File: config.mk
export PLATFORM = sky130hd
export DESIGN_NAME = tft_spi_stream
export DESIGN_NICKNAME = d
export VERILOG_FILES = /design/src/rtl/tft_pkg.sv /design/src/rtl/tft_word_fifo.sv /design/src/rtl/tft_spi_stream.sv
export SDC_FILE = /design/constraint.sdc
export NUM_CORES = 1
export LEC_CHECK = 0
export BUFFER_PORTS_ARGS = -buffer_cell sky130_fd_sc_hd__buf_2
export CAP_MARGIN = 15
export CELL_PAD_IN_SITES_DETAIL_PLACEMENT = 1
export CELL_PAD_IN_SITES_GLOBAL_PLACEMENT = 1
export CORE_MARGIN = 10
export CORE_UTILIZATION = 54
export CTS_CLUSTER_DIAMETER = 30
export DETAILED_ROUTE_END_ITERATION = 8
export PLACE_DENSITY = 0.8
export SKIP_LAST_GASP = 1
export SLEW_MARGIN = 10
export SYNTH_ARGS = -nofsm -noshare
export SYNTH_HDL_FRONTEND = slang
export SYNTH_SLANG_ARGS = --single-unit
File: constraint.sdc
create_clock -name clk -period 4.2 [get_ports clk]
set_input_delay 1.05 -clock clk [delete_from_list [all_inputs] [get_ports clk]]
set_output_delay 1.05 -clock clk [all_outputs]
set_load 0.01 [all_outputs]
File: src/rtl/tft_pkg.sv
// Shared types and constants for the TFT SPI transmit stream.
package tft_pkg;

   typedef enum logic [1:0] {
      IDLE  = 2'd0,
      SHIFT = 2'd1,
      HOLD  = 2'd2
   } state_t;

   localparam int WORD_W      = 16;
   localparam int BITS_NARROW = 8;
   localparam int BITS_WIDE   = 16;

   // One queued word: width flag, D/C bit and payload (8-bit words use [7:0]).
   typedef struct packed {
      logic              wide;
      logic              dc;
      logic [WORD_W-1:0] data;
   } fifo_entry_t;

endpackage

File: src/rtl/tft_word_fifo.sv
// Synchronous word FIFO with registered occupancy. Head entry is always
// visible on rdata_o; a push is refused while full, even if a pop happens
// in the same cycle.
module tft_word_fifo
   import tft_pkg::*;
#(
   parameter int DEPTH = 16
) (
   input  logic                     clk,
   input  logic                     rst,
   input  logic                     push_i,
   input  logic                     pop_i,
   input  fifo_entry_t              wdata_i,
   output fifo_entry_t              rdata_o,
   output logic [$clog2(DEPTH):0]   level_o
);

   localparam int AW = $clog2(DEPTH);
   localparam logic [AW:0] FULL_LVL = (AW+1)'(DEPTH);

   fifo_entry_t       mem_q [DEPTH];
   logic [AW-1:0]     wr_ptr_q;
   logic [AW-1:0]     rd_ptr_q;
   logic [AW:0]       level_q;
   logic              push_ok;
   logic              pop_ok;

   assign push_ok = push_i && (level_q != FULL_LVL);
   assign pop_ok  = pop_i && (level_q != '0);
   assign rdata_o = mem_q[rd_ptr_q];
   assign level_o = level_q;

   // Storage array: written on accepted pushes, contents need no reset.
   always_ff @(posedge clk) begin
      if (push_ok) begin
         mem_q[wr_ptr_q] <= wdata_i;
      end
   end

   // Pointers and occupancy.
   always_ff @(posedge clk) begin
      if (rst) begin
         wr_ptr_q <= '0;
         rd_ptr_q <= '0;
         level_q  <= '0;
      end else begin
         if (push_ok) begin
            wr_ptr_q <= wr_ptr_q + 1'b1;
         end
         if (pop_ok) begin
            rd_ptr_q <= rd_ptr_q + 1'b1;
         end
         case ({push_ok, pop_ok})
            2'b10:   level_q <= level_q + 1'b1;
            2'b01:   level_q <= level_q - 1'b1;
            default: level_q <= level_q;
         endcase
      end
   end

endmodule

File: src/rtl/tft_spi_stream.sv
// TFT SPI transmit stream: word FIFO, SCK divider and mode-0 serialiser.
// CS stays low across back-to-back words and for CS_HOLD half-periods after
// the FIFO drains, so a late word can still join the same CS frame.
//
// state | meaning
// ------+---------------------------------------------------------------
// IDLE  | CS high, SCK low, divider parked; pops as soon as FIFO has data
// SHIFT | word on the wire; each tick toggles SCK, falling tick shifts
// HOLD  | word done, CS still low; counts ticks before releasing CS
module tft_spi_stream
   import tft_pkg::*;
#(
   parameter int CLK_DIV    = 5,
   parameter int FIFO_DEPTH = 16,
   parameter int CS_HOLD    = 2
) (
   input  logic                          clk,
   input  logic                          rst,
   input  logic [WORD_W-1:0]             in_data,
   input  logic                          in_dc,
   input  logic                          in_wide,
   input  logic                          in_valid,
   output logic                          in_ready,
   output logic [$clog2(FIFO_DEPTH):0]   fifo_level,
   output logic                          busy,
   output logic                          tft_clk,
   output logic                          tft_mosi,
   output logic                          tft_dc,
   output logic                          tft_cs
);

   localparam int LVL_W  = $clog2(FIFO_DEPTH) + 1;
   localparam int DIV_W  = (CLK_DIV > 1) ? $clog2(CLK_DIV) : 1;
   localparam int HOLD_W = (CS_HOLD > 1) ? $clog2(CS_HOLD) : 1;

   localparam logic [LVL_W-1:0]  FULL_LVL  = LVL_W'(FIFO_DEPTH);
   localparam logic [DIV_W-1:0]  DIV_LAST  = DIV_W'(CLK_DIV - 1);
   localparam logic [HOLD_W-1:0] HOLD_LAST = HOLD_W'(CS_HOLD - 1);
   localparam logic [4:0]        N_NARROW  = 5'(BITS_NARROW);
   localparam logic [4:0]        N_WIDE    = 5'(BITS_WIDE);

   state_t              state_q;
   logic [DIV_W-1:0]    div_cnt_q;
   logic                phase_q;      // 0: SCK low half, 1: SCK high half
   logic [4:0]          bit_cnt_q;
   logic [WORD_W-1:0]   shreg_q;
   logic [HOLD_W-1:0]   hold_cnt_q;
   logic                cs_q;
   logic                sck_q;
   logic                dc_q;
   logic                busy_q;

   fifo_entry_t         wr_entry;
   fifo_entry_t         head;
   logic [LVL_W-1:0]    level;
   logic                fifo_empty;
   logic                tick;
   logic                last_fall;
   logic                pop;

   assign wr_entry = '{wide: in_wide, dc: in_dc, data: in_data};

   tft_word_fifo #(
      .DEPTH (FIFO_DEPTH)
   ) u_fifo (
      .clk     (clk),
      .rst     (rst),
      .push_i  (in_valid),
      .pop_i   (pop),
      .wdata_i (wr_entry),
      .rdata_o (head),
      .level_o (level)
   );

   // Tick and pop decisions for the current cycle.
   always_comb begin
      fifo_empty = (level == '0);
      tick       = (state_q != IDLE) && (div_cnt_q == DIV_LAST);
      last_fall  = (state_q == SHIFT) && tick && phase_q && (bit_cnt_q == 5'd1);
      pop        = 1'b0;
      if (!fifo_empty) begin
         case (state_q)
            IDLE:    pop = 1'b1;
            SHIFT:   pop = last_fall;
            HOLD:    pop = 1'b1;
            default: pop = 1'b0;
         endcase
      end
   end

   // Divider, serialiser and sequencing FSM with registered pin outputs.
   always_ff @(posedge clk) begin
      if (rst) begin
         state_q    <= IDLE;
         div_cnt_q  <= '0;
         phase_q    <= 1'b0;
         bit_cnt_q  <= '0;
         shreg_q    <= '0;
         hold_cnt_q <= '0;
         cs_q       <= 1'b1;
         sck_q      <= 1'b0;
         dc_q       <= 1'b0;
         busy_q     <= 1'b0;
      end else begin
         busy_q <= (state_q != IDLE) || !fifo_empty;

         if (pop || (state_q == IDLE) || tick) begin
            div_cnt_q <= '0;
         end else begin
            div_cnt_q <= div_cnt_q + 1'b1;
         end

         if (pop) begin
            // A load restarts the word with SCK low and MSB already driven.
            state_q    <= SHIFT;
            cs_q       <= 1'b0;
            sck_q      <= 1'b0;
            phase_q    <= 1'b0;
            hold_cnt_q <= '0;
            dc_q       <= head.dc;
            bit_cnt_q  <= head.wide ? N_WIDE : N_NARROW;
            shreg_q    <= head.wide ? head.data : {head.data[7:0], 8'h00};
         end else begin
            case (state_q)
               SHIFT: begin
                  if (tick) begin
                     if (!phase_q) begin
                        sck_q   <= 1'b1;
                        phase_q <= 1'b1;
                     end else begin
                        sck_q   <= 1'b0;
                        phase_q <= 1'b0;
                        if (bit_cnt_q == 5'd1) begin
                           state_q    <= HOLD;
                           bit_cnt_q  <= '0;
                           hold_cnt_q <= '0;
                        end else begin
                           bit_cnt_q <= bit_cnt_q - 5'd1;
                           shreg_q   <= {shreg_q[WORD_W-2:0], 1'b0};
                        end
                     end
                  end
               end
               HOLD: begin
                  if (tick) begin
                     if (hold_cnt_q == HOLD_LAST) begin
                        cs_q       <= 1'b1;
                        state_q    <= IDLE;
                        hold_cnt_q <= '0;
                     end else begin
                        hold_cnt_q <= hold_cnt_q + 1'b1;
                     end
                  end
               end
               default: begin
               end
            endcase
         end
      end
   end

   assign in_ready   = (level != FULL_LVL);
   assign fifo_level = level;
   assign busy       = busy_q;
   assign tft_clk    = sck_q;
   assign tft_mosi   = shreg_q[WORD_W-1];
   assign tft_dc     = dc_q;
   assign tft_cs     = cs_q;

endmodule
# Word-level counts from Yosys, hierarchy flattened
# Memories as Yosys holds them, arrays and structs flattened. A register that Yosys moved wholly into a read port is not among the register bits.
# Cells that the tools add are included.
# op_classes
n_eq_ne,18
bitwise_logic,0
n_mux,37
n_div,0
n_reduce_logical,32
addsub,7
mul,0
n_lt_le_gt_ge,0
shift,0
# ops
op,count
16-bit 2-to-1 mux,6
5-bit 2-to-1 mux,6
2-bit nonzero test,8
1-bit 2-to-1 mux,14
"3-bit != test, second input constant",4
6-bit AND reduction,2
2-bit 2-to-1 mux,5
"2-bit != test, second input constant",5
5-bit one-hot mux with 2 select lines,1
"5-bit by 1-bit subtractor with 5-bit output, second input constant",2
"4-bit by 1-bit adder with 4-bit output, second input constant",2
4-bit 2-to-1 mux,2
1-bit logical AND,6
3-bit AND reduction,2
2-bit OR reduction,3
"5-bit by 1-bit adder with 5-bit output, second input constant",1
"5-bit by 1-bit == test with 1-bit output, second input constant",1
5-bit logical NOT,1
"5-bit != test, second input constant",1
5-bit AND reduction,1
5-bit nonzero test,1
"2-bit by 1-bit == test with 1-bit output, second input constant",2
"2-bit == test, second input constant",2
1-bit one-hot mux with 2 select lines,2
other kinds (12),14
# totals
mem_bits_ro,0
latch_bits,0
mem_bits_rw,288
memories,1
output_inout_bits,11
wordCells,108
register_bits,44
inputBits,21
# mem_list
memory,depth,width,rd,rd_ports_with_merged_regs,wr,line_no,rtl
u_fifo.mem_q,16,18,1,1,1,tft_word_fifo.sv:21,fifo_entry_t mem_q [DEPTH];

# Logic depth before layout (Yosys ltp)
# Gate-level depths: netlist of the first run.
# depth
ltp_word,10
mapped_depth,16
ltp_nobuf,15

# Modules after synthesis
# From an unflattened synthesis of the first run, not the netlist that was laid out.
# hier_totals
hier_cells,688
area_unflattened_um2,13487.9
# by_module_without_submodules
module,area_per_inst_um2,n_inst,seq_area_each_um2,cells_each
tft_word_fifo,11901.4,1,8988.6,517
tft_spi_stream,1586.5,1,620.6,171

# Worst setup path before layout of the first run
# Ideal clock, no wire load.
# synth_path
path_kind,input to register
from,in in_valid
to,"mem u_fifo.mem_q[3][0] (netlist bit), enable pin"
arrival_time_ps,2865
n_path_buf,1
setup_time_ps,416
setup_slack_ps,920
path_stages,4
t_required_ps,3784
path_cell_list,and2_1 -> clkbuf_1 -> nand2_1 -> nor3_1
# synth_via
elab_chain_len,3
# synth_lines
element,line_no,rtl
start: declaration,tft_spi_stream.sv:22,"input logic in_valid,"
1-bit logical AND,tft_word_fifo.sv:28,assign push_ok = push_i && (level_q != FULL_LVL);
1-bit 2-to-1 mux,tft_word_fifo.sv:35,if (push_ok) begin
1-bit 2-to-1 mux (implied by the code),tft_word_fifo.sv:36,mem_q[wr_ptr_q] <= wdata_i;
end: declaration,tft_word_fifo.sv:21,
# No other way between the ends.

# Worst setup path in the final report of the first run
# layout_path
from,reg bit_cnt_q[1]
to,reg u_fifo.level_q[4] (netlist: u_fifo.level_o[4])
# layout_via
elab_chain_len,7
elab_cells_between_ends,9
classes_between,eq/ne (3); mux (3); reduce/logical (3)
# layout_lines
element,line_no,rtl
start: declaration,tft_spi_stream.sv:45,logic [4:0] bit_cnt_q;
start signal: assignment,tft_spi_stream.sv:121,bit_cnt_q <= head.wide ? N_WIDE : N_NARROW;
start signal: assignment,tft_spi_stream.sv:138,bit_cnt_q <= bit_cnt_q - 5'd1;
5-bit by 1-bit == test with 1-bit output (*),tft_spi_stream.sv:79,last_fall = (state_q == SHIFT) && tick && phase_q && (bit_cnt_q == 5'd1);
1-bit logical AND (*),tft_spi_stream.sv:79,
1-bit one-hot mux with 2 select lines (*),tft_spi_stream.sv:82,case (state_q)
1-bit 2-to-1 mux (*),tft_spi_stream.sv:81,if (!fifo_empty) begin
1-bit logical AND (*),tft_word_fifo.sv:29,assign pop_ok = pop_i && (level_q != '0);
2-bit by 1-bit == test with 1-bit output / 2-bit == test (equally long branches),tft_word_fifo.sv:53,"case ({push_ok, pop_ok})"
5-bit one-hot mux with 2 select lines / 2-bit nonzero test (equally long branches),-,
end signal: assignment,tft_word_fifo.sv:54,2'b10: level_q <= level_q + 1'b1;
end signal: assignment,tft_word_fifo.sv:55,2'b01: level_q <= level_q - 1'b1;
end signal: assignment,tft_word_fifo.sv:56,default: level_q <= level_q;
end: declaration,tft_word_fifo.sv:24,logic [AW:0] level_q;
# Mark *: on every way between the ends. The rest lies on a longest branch, timed or not.
# A chain may end at the register's enable or synchronous reset.

==> results of run 1 <==
[kinds of logic (layout without fill, tap and decap cells)]
group / Yosys count / in the layout / synth area share [%]
xor+xnor: 12 / 12 / 0.795
flops: 336 / 336 / 72.7
fa+ha+maj: 14 / 14 / 1.38
other cells: 0 / 2 / 0
compound gates: 121 / 121 / 6.69
buf+inv: 52 / 202 / 2.11
mux: 86 / 86 / 12.7
simple gates: 103 / 103 / 3.68
[worst paths after layout]
check	from	endpoint	cells after the start
max	bit_cnt_q[1]	u_fifo.level_o[4]	15
min	div_cnt_q[0]	div_cnt_q[0]	1
max reg2reg	bit_cnt_q[1]	u_fifo.level_o[4]	15
min reg2reg	div_cnt_q[0]	div_cnt_q[0]	1
[registers in the layout (all words and copies together), names as in the netlist, named ones only]
signal,count
bit_cnt_q,5
busy,1
div_cnt_q,3
hold_cnt_q,1
shreg_q,16
state_q,2
tft_clk,1
tft_cs,1
tft_dc,1
u_fifo.level_o,5
u_fifo.mem_q,288
u_fifo.rd_ptr_q,4
u_fifo.wr_ptr_q,4
[power by group through the flow]
stage                     clock network [mW]  logic, mW  registers [mW]
final                                   5.76       2.18            4.09
after global routing                    5.98       2.33            4.11
after CTS                               5.81       2.16            4.08
after detailed placement                   0       2.04            4.12
after global placement                     0       1.92            4.10
after floorplan                            0       1.59            4.01
[cell usage after synthesis (2+ instances only)]
cell type / instances / area (µm²)
o21ai_1: 6 / 30.0
o21ai_0: 11 / 55.1
buf_4: 6 / 45.0
nand2b_1: 4 / 25.0
nand3_1: 2 / 10.0
nand4_1: 2 / 12.5
dfxtp_1: 48 / 961
mux4_2: 65 / 1460
a221oi_1: 15 / 131
clkbuf_1: 11 / 41.3
nor3_1: 9 / 45.0
o211a_1: 8 / 80.1
a22oi_1: 25 / 188
a22o_1: 9 / 78.8
ha_1: 13 / 163
xnor2_1: 5 / 43.8
nand2_1: 14 / 52.6
buf_1: 9 / 33.8
mux2i_1: 20 / 200
xor2_1: 7 / 61.3
a21oi_1: 30 / 150
buf_2: 4 / 20.0
and2_1: 3 / 18.8
buf_6: 6 / 67.6
nor2b_1: 6 / 37.5
a211oi_1: 2 / 15.0
inv_1: 14 / 52.6
a211o_1: 8 / 70.1
edfxtp_1: 288 / 8650
nor2_1: 53 / 199
[metal layers]
layer / vias to the layer above / global-route usage, % / share of wire (%)
li1: 3137 / - / -
met1: 4044 / 30.6 / 39
met2: 497 / 38.5 / 49
met3: 123 / 7.07 / 8.3
met4: 0 / 12.9 / 4.6
met5: - / 0 / 0
[critical path, stage by stage (launching register included)]
cell and delay (ps):
dfxtp_1 330, inv_1 100, ha_1 180, or4b_4 510, o31ai_2 360, nand2_2 300
inv_2 360, ha_1 310, inv_1 110, fa_1 400, nor2b_1 170, o21ai_0 120
and3_1 190, nor3_1 170, xnor2_1 140, nor2_1 50
[cell type report]
type                            instances  area (µm²)
Antenna cell                            2        5.00
Clock inverter                         49         631
Inverter                               15        56.3
Timing Repair Buffer                   55         360
Sequential cell                       336        9610
Tap cell                              324         405
Multi-Input combinational cell        336        3390
Fill cell                            2003        7850
Clock buffer                           83        1860
==> results.sh, run 1 <==
export IMPL_routed_via_count=7801
export IMPL_drv_slew=0
export IMPL_power_density_nw_per_um2=737
export IMPL_crit_type="flip-flop to flip-flop"
export IMPL_fin_ws_ps=275
export IMPL_synthesis_instances=724
export IMPL_slew_headroom_pct=22.0
export IMPL_start_util_pct=54.7
export IMPL_pre_cts_ws_ps=412
export IMPL_synth_edff_count=288
export IMPL_yosys_warnings=0
export IMPL_fin_util_pct=67.5
export IMPL_clock_skew_ps=31.0
export IMPL_cts_made_buffers=72
export IMPL_syn_cell_area_um2=13200
export IMPL_synth_flop_cell="edfxtp_1"
export IMPL_status="finished clean"
export IMPL_antenna_found_initial=2
export IMPL_p_seq_share_pct=34.0
export IMPL_startpoint_type="flip-flop"
export IMPL_worst_slew_pin_slew_ps=1170
export IMPL_area_growth_pct=23.4
export IMPL_power_leakage_nw=5.60
export IMPL_drt_total_wl_um=38000
export IMPL_cap_violations=0
export IMPL_final_setup_viol_count=0
export IMPL_final_layout_size_suffix_gt1_share_pct=30.0
export IMPL_die_height_um=177
export IMPL_clockRootBuffer="clkbuf_16"
export IMPL_gp_congestion=0.804
export IMPL_max_freq_mhz=255
export IMPL_ys_seq_area_share_pct=72.7
export IMPL_pin_count=32
export IMPL_cp_end_kind="flip-flop"
export IMPL_ys_types=51
export IMPL_clkPwrFrac_pct=47.9
export IMPL_final_nets=851
export IMPL_rows=57
export IMPL_dr_first_iter_drc_count=928
export IMPL_port_buffers=31
export IMPL_cp_data_required_time_ps=4630
export IMPL_synth_seq_cells=336
export IMPL_switching_share_pct=28.7
export IMPL_hp_class="flip-flop to flip-flop"
export IMPL_avgViaCountPerCell=6.50
export IMPL_fin_crit_sh_pct=93.5
export IMPL_final_cells=1200
export IMPL_dp_hpwl_um=18400
export IMPL_drc=0
export IMPL_syn_mean_instance_area_um2=18.3
export IMPL_p_total_mw=12.0
export IMPL_layout_common_cells="edfxtp_1, clkbuf_16, mux4_2, dfxtp_1, nor2_1"
export IMPL_postRouteAntennaNets=0
export IMPL_htreeDepth=3
export IMPL_rsz0062_at_grt="no"
export IMPL_period_needed_ps=3930
export IMPL_grt_pass1_vias=8477
export IMPL_clock_latency_ps=590
export IMPL_grt_overflow=0
export IMPL_cts_resized=0
export IMPL_ctsLongestPathBuffers=3
export IMPL_p_int_mw=8.58
export IMPL_clk_pin_slew_ps=50
export IMPL_rrSetupSlack_ps=270
export IMPL_power_switching_mw=3.45
export IMPL_die_w_um=177
export IMPL_die_area_um2=31200
export IMPL_cp_max_fo=16
export IMPL_cts_tree="done"
export IMPL_grt_start_max_net_pins=64
export IMPL_crit_arrival_ps=4350
export IMPL_power_frac_comb_pct=18.1
export IMPL_hold_viol_final=0
export IMPL_place_area_um2=13800
export IMPL_numClockSinks=336
export IMPL_placed_cells=1066
export IMPL_whs_ps=449
export IMPL_final_common_cell="edfxtp_1"
export IMPL_core_um2=24200
export IMPL_synth_nets=759
export IMPL_ir_drop_mv=0.447
export IMPL_dr_pass1_iters=5
export IMPL_async_flop_share_pct=0
export IMPL_grt_pass1_wl_um=56100
export IMPL_setup_tns_ps=0
export IMPL_holdBufCountCts=0
export IMPL_grtUsageTotal_pct=24.6
export IMPL_post_cts_buffers=0
export IMPL_fin_area_um2=16300
export IMPL_wl_per_cell_um=31.7
No activity file was read; power rests on OpenSTA's default activity.
==> run 2, diff against run 1 <==
--- a/config.mk
+++ b/config.mk
@@ -10,10 +10,10 @@
 export CELL_PAD_IN_SITES_DETAIL_PLACEMENT = 1
 export CELL_PAD_IN_SITES_GLOBAL_PLACEMENT = 1
 export CORE_MARGIN = 10
-export CORE_UTILIZATION = 54
+export CORE_UTILIZATION = 51
 export CTS_CLUSTER_DIAMETER = 30
 export DETAILED_ROUTE_END_ITERATION = 8
-export PLACE_DENSITY = 0.8
+export PLACE_DENSITY = 0.76
 export SKIP_LAST_GASP = 1
 export SLEW_MARGIN = 10
 export SYNTH_ARGS = -nofsm -noshare
==> results.sh, run 2 (synthesis results as in run 1) <==
export IMPL_status="finished clean"
export IMPL_start_util_pct=52.2
export IMPL_final_nets=848
export IMPL_port_buffers=31
export IMPL_layout_common_cells="edfxtp_1, clkbuf_16, mux4_2, dfxtp_1, nor2_1"
export IMPL_worst_slew_pin_slew_ps=1040
export IMPL_period_needed_ps=3820
export IMPL_grtUsageTotal_pct=21.3
export IMPL_clk_pin_slew_ps=40
export IMPL_gp_congestion=0.793
export IMPL_largest_reg_flops=288
export IMPL_max_freq_mhz=262
export IMPL_cp_data_required_time_ps=4600
export IMPL_ir_drop_mv=0.531
export IMPL_cts_tree="done"
export IMPL_power_leakage_nw=5.53
export IMPL_final_setup_viol_count=0
export IMPL_cp_end_kind="flip-flop"
export IMPL_largest_registers="u_fifo.mem_q: 288 flops, shreg_q: 16 flops"
export IMPL_switching_share_pct=27.9
export IMPL_area_growth_pct=22.0
export IMPL_hold_viol_final=0
export IMPL_grt_pass1_wl_um=52600
export IMPL_numClockSinks=336
export IMPL_multi_input_area_um2=3390
export IMPL_avgViaCountPerCell=6.31
export IMPL_crit_type="flip-flop to flip-flop"
export IMPL_p_seq_share_pct=35.3
export IMPL_pin_count=32
export IMPL_final_common_cell="edfxtp_1"
export IMPL_setup_tns_ps=0
export IMPL_crit_arrival_ps=4220
export IMPL_startpoint_type="flip-flop"
export IMPL_drc=0
export IMPL_ctsLongestPathBuffers=3
export IMPL_power_frac_comb_pct=18.7
export IMPL_p_int_mw=8.30
export IMPL_cts_made_buffers=66
export IMPL_dr_pass1_iters=5
export IMPL_power_density_nw_per_um2=713
export IMPL_dr_first_iter_drc_count=824
export IMPL_clock_skew_ps=25.2
export IMPL_grt_start_max_net_pins=38
export IMPL_wl_per_cell_um=29.2
export IMPL_post_cts_buffers=0
export IMPL_max_flop_register="u_fifo.mem_q"
export IMPL_antenna_found_initial=1
export IMPL_cts_resized=0
export IMPL_seqCellArea_um2=9610
export IMPL_die_area_um2=32800
export IMPL_cap_violations=0
export IMPL_grt_overflow=0
export IMPL_core_um2=25300
export IMPL_clock_latency_ps=560
export IMPL_htreeDepth=3
export IMPL_whs_ps=452
export IMPL_hp_class="flip-flop to flip-flop"
export IMPL_die_w_um=181
export IMPL_power_switching_mw=3.21
export IMPL_routed_via_count=7545
export IMPL_drv_slew=0
export IMPL_rsz0062_at_grt="no"
export IMPL_final_layout_size_suffix_gt1_share_pct=29.4
export IMPL_clockRootBuffer="clkbuf_16"
export IMPL_grt_pass1_vias=8213
export IMPL_postRouteAntennaNets=0
export IMPL_rows=58
export IMPL_clkPwrFrac_pct=46.0
export IMPL_fin_crit_sh_pct=90.9
export IMPL_dp_hpwl_um=19500
export IMPL_holdBufCountCts=0
export IMPL_die_height_um=181
export IMPL_drt_total_wl_um=34900
export IMPL_slew_headroom_pct=30.8
export IMPL_cp_max_fo=16
export IMPL_num_fill_cells=2160
## run 2: path summary, 6_finish.rpt
path / from / endpoint / slack (ps) / cells after the start
worst max register to register: bit_cnt_q[1] / u_fifo.level_o[4] / 380 / 15
worst min register to register: div_cnt_q[0] / div_cnt_q[0] / 450 / 1
worst max-delay path: bit_cnt_q[1] / u_fifo.level_o[4] / 380 / 15
worst min-delay path: div_cnt_q[0] / div_cnt_q[0] / 450 / 1
## run 2: area by class of cell
cell class / count / share of cell area [%]
Clock inverter: 41 / 3.14
Clock buffer: 79 / 10.9
Sequential cell: 336 / 59.6
Antenna cell: 1 / 0.0155
Multi-Input combinational cell: 336 / 21.0
Timing Repair Buffer: 58 / 2.45
Inverter: 15 / 0.349
Tap cell: 330 / 2.56
## run 2: through the flow
stage | util, % | cells | cell area [µm²] | setup WS, ps | total power, mW
2_1_floorplan | - | 724 | 13200 | 920 | 5.59
3_3_place_gp | 54.8 | 1075 | 13900 | 612 | 6.04
3_5_place_dp | 54.8 | 1075 | 13900 | 482 | 6.19
4_1_cts | 63.7 | 1195 | 16100 | 378 | 11.6
5_1_grt | 63.7 | 1196 | 16100 | 93.3 | 12.0
6_report | 63.7 | 1196 | 16100 | 381 | 11.5
## run 2: layer usage
metal	wire [µm]	part of all wire [%]	global-route usage, %	vias to the layer above
met5	0	0	0	-
met4	1360	3.9	10.1	0
met3	2590	7.4	5.19	93
met2	17700	51	35.6	362
met1	13300	38	25.5	3962
li1	-	-	-	3128
## run 2: power by group through the flow
| stage | combinational [mW] | clock (mW) | sequential, mW |
|---|---|---|---|
| 2_1_floorplan | 1.59 | 0 | 4.01 |
| 3_3_place_gp | 1.96 | 0 | 4.08 |
| 3_5_place_dp | 2.08 | 0 | 4.11 |
| 4_1_cts | 2.14 | 5.37 | 4.06 |
| 5_1_grt | 2.32 | 5.56 | 4.09 |
| 6_report | 2.15 | 5.30 | 4.06 |
## run 2: critical path, stage by stage (launching register included)
cell and delay [ps]:
dfxtp_1 330, inv_1 100, ha_1 170, or4b_4 490, o31ai_2 320, nand2_2 280
inv_2 340, ha_1 290, inv_1 100, fa_1 380, nor2b_1 160, o21ai_0 110
and3_1 190, nor3_1 190, xnor2_1 150, nor2_1 50
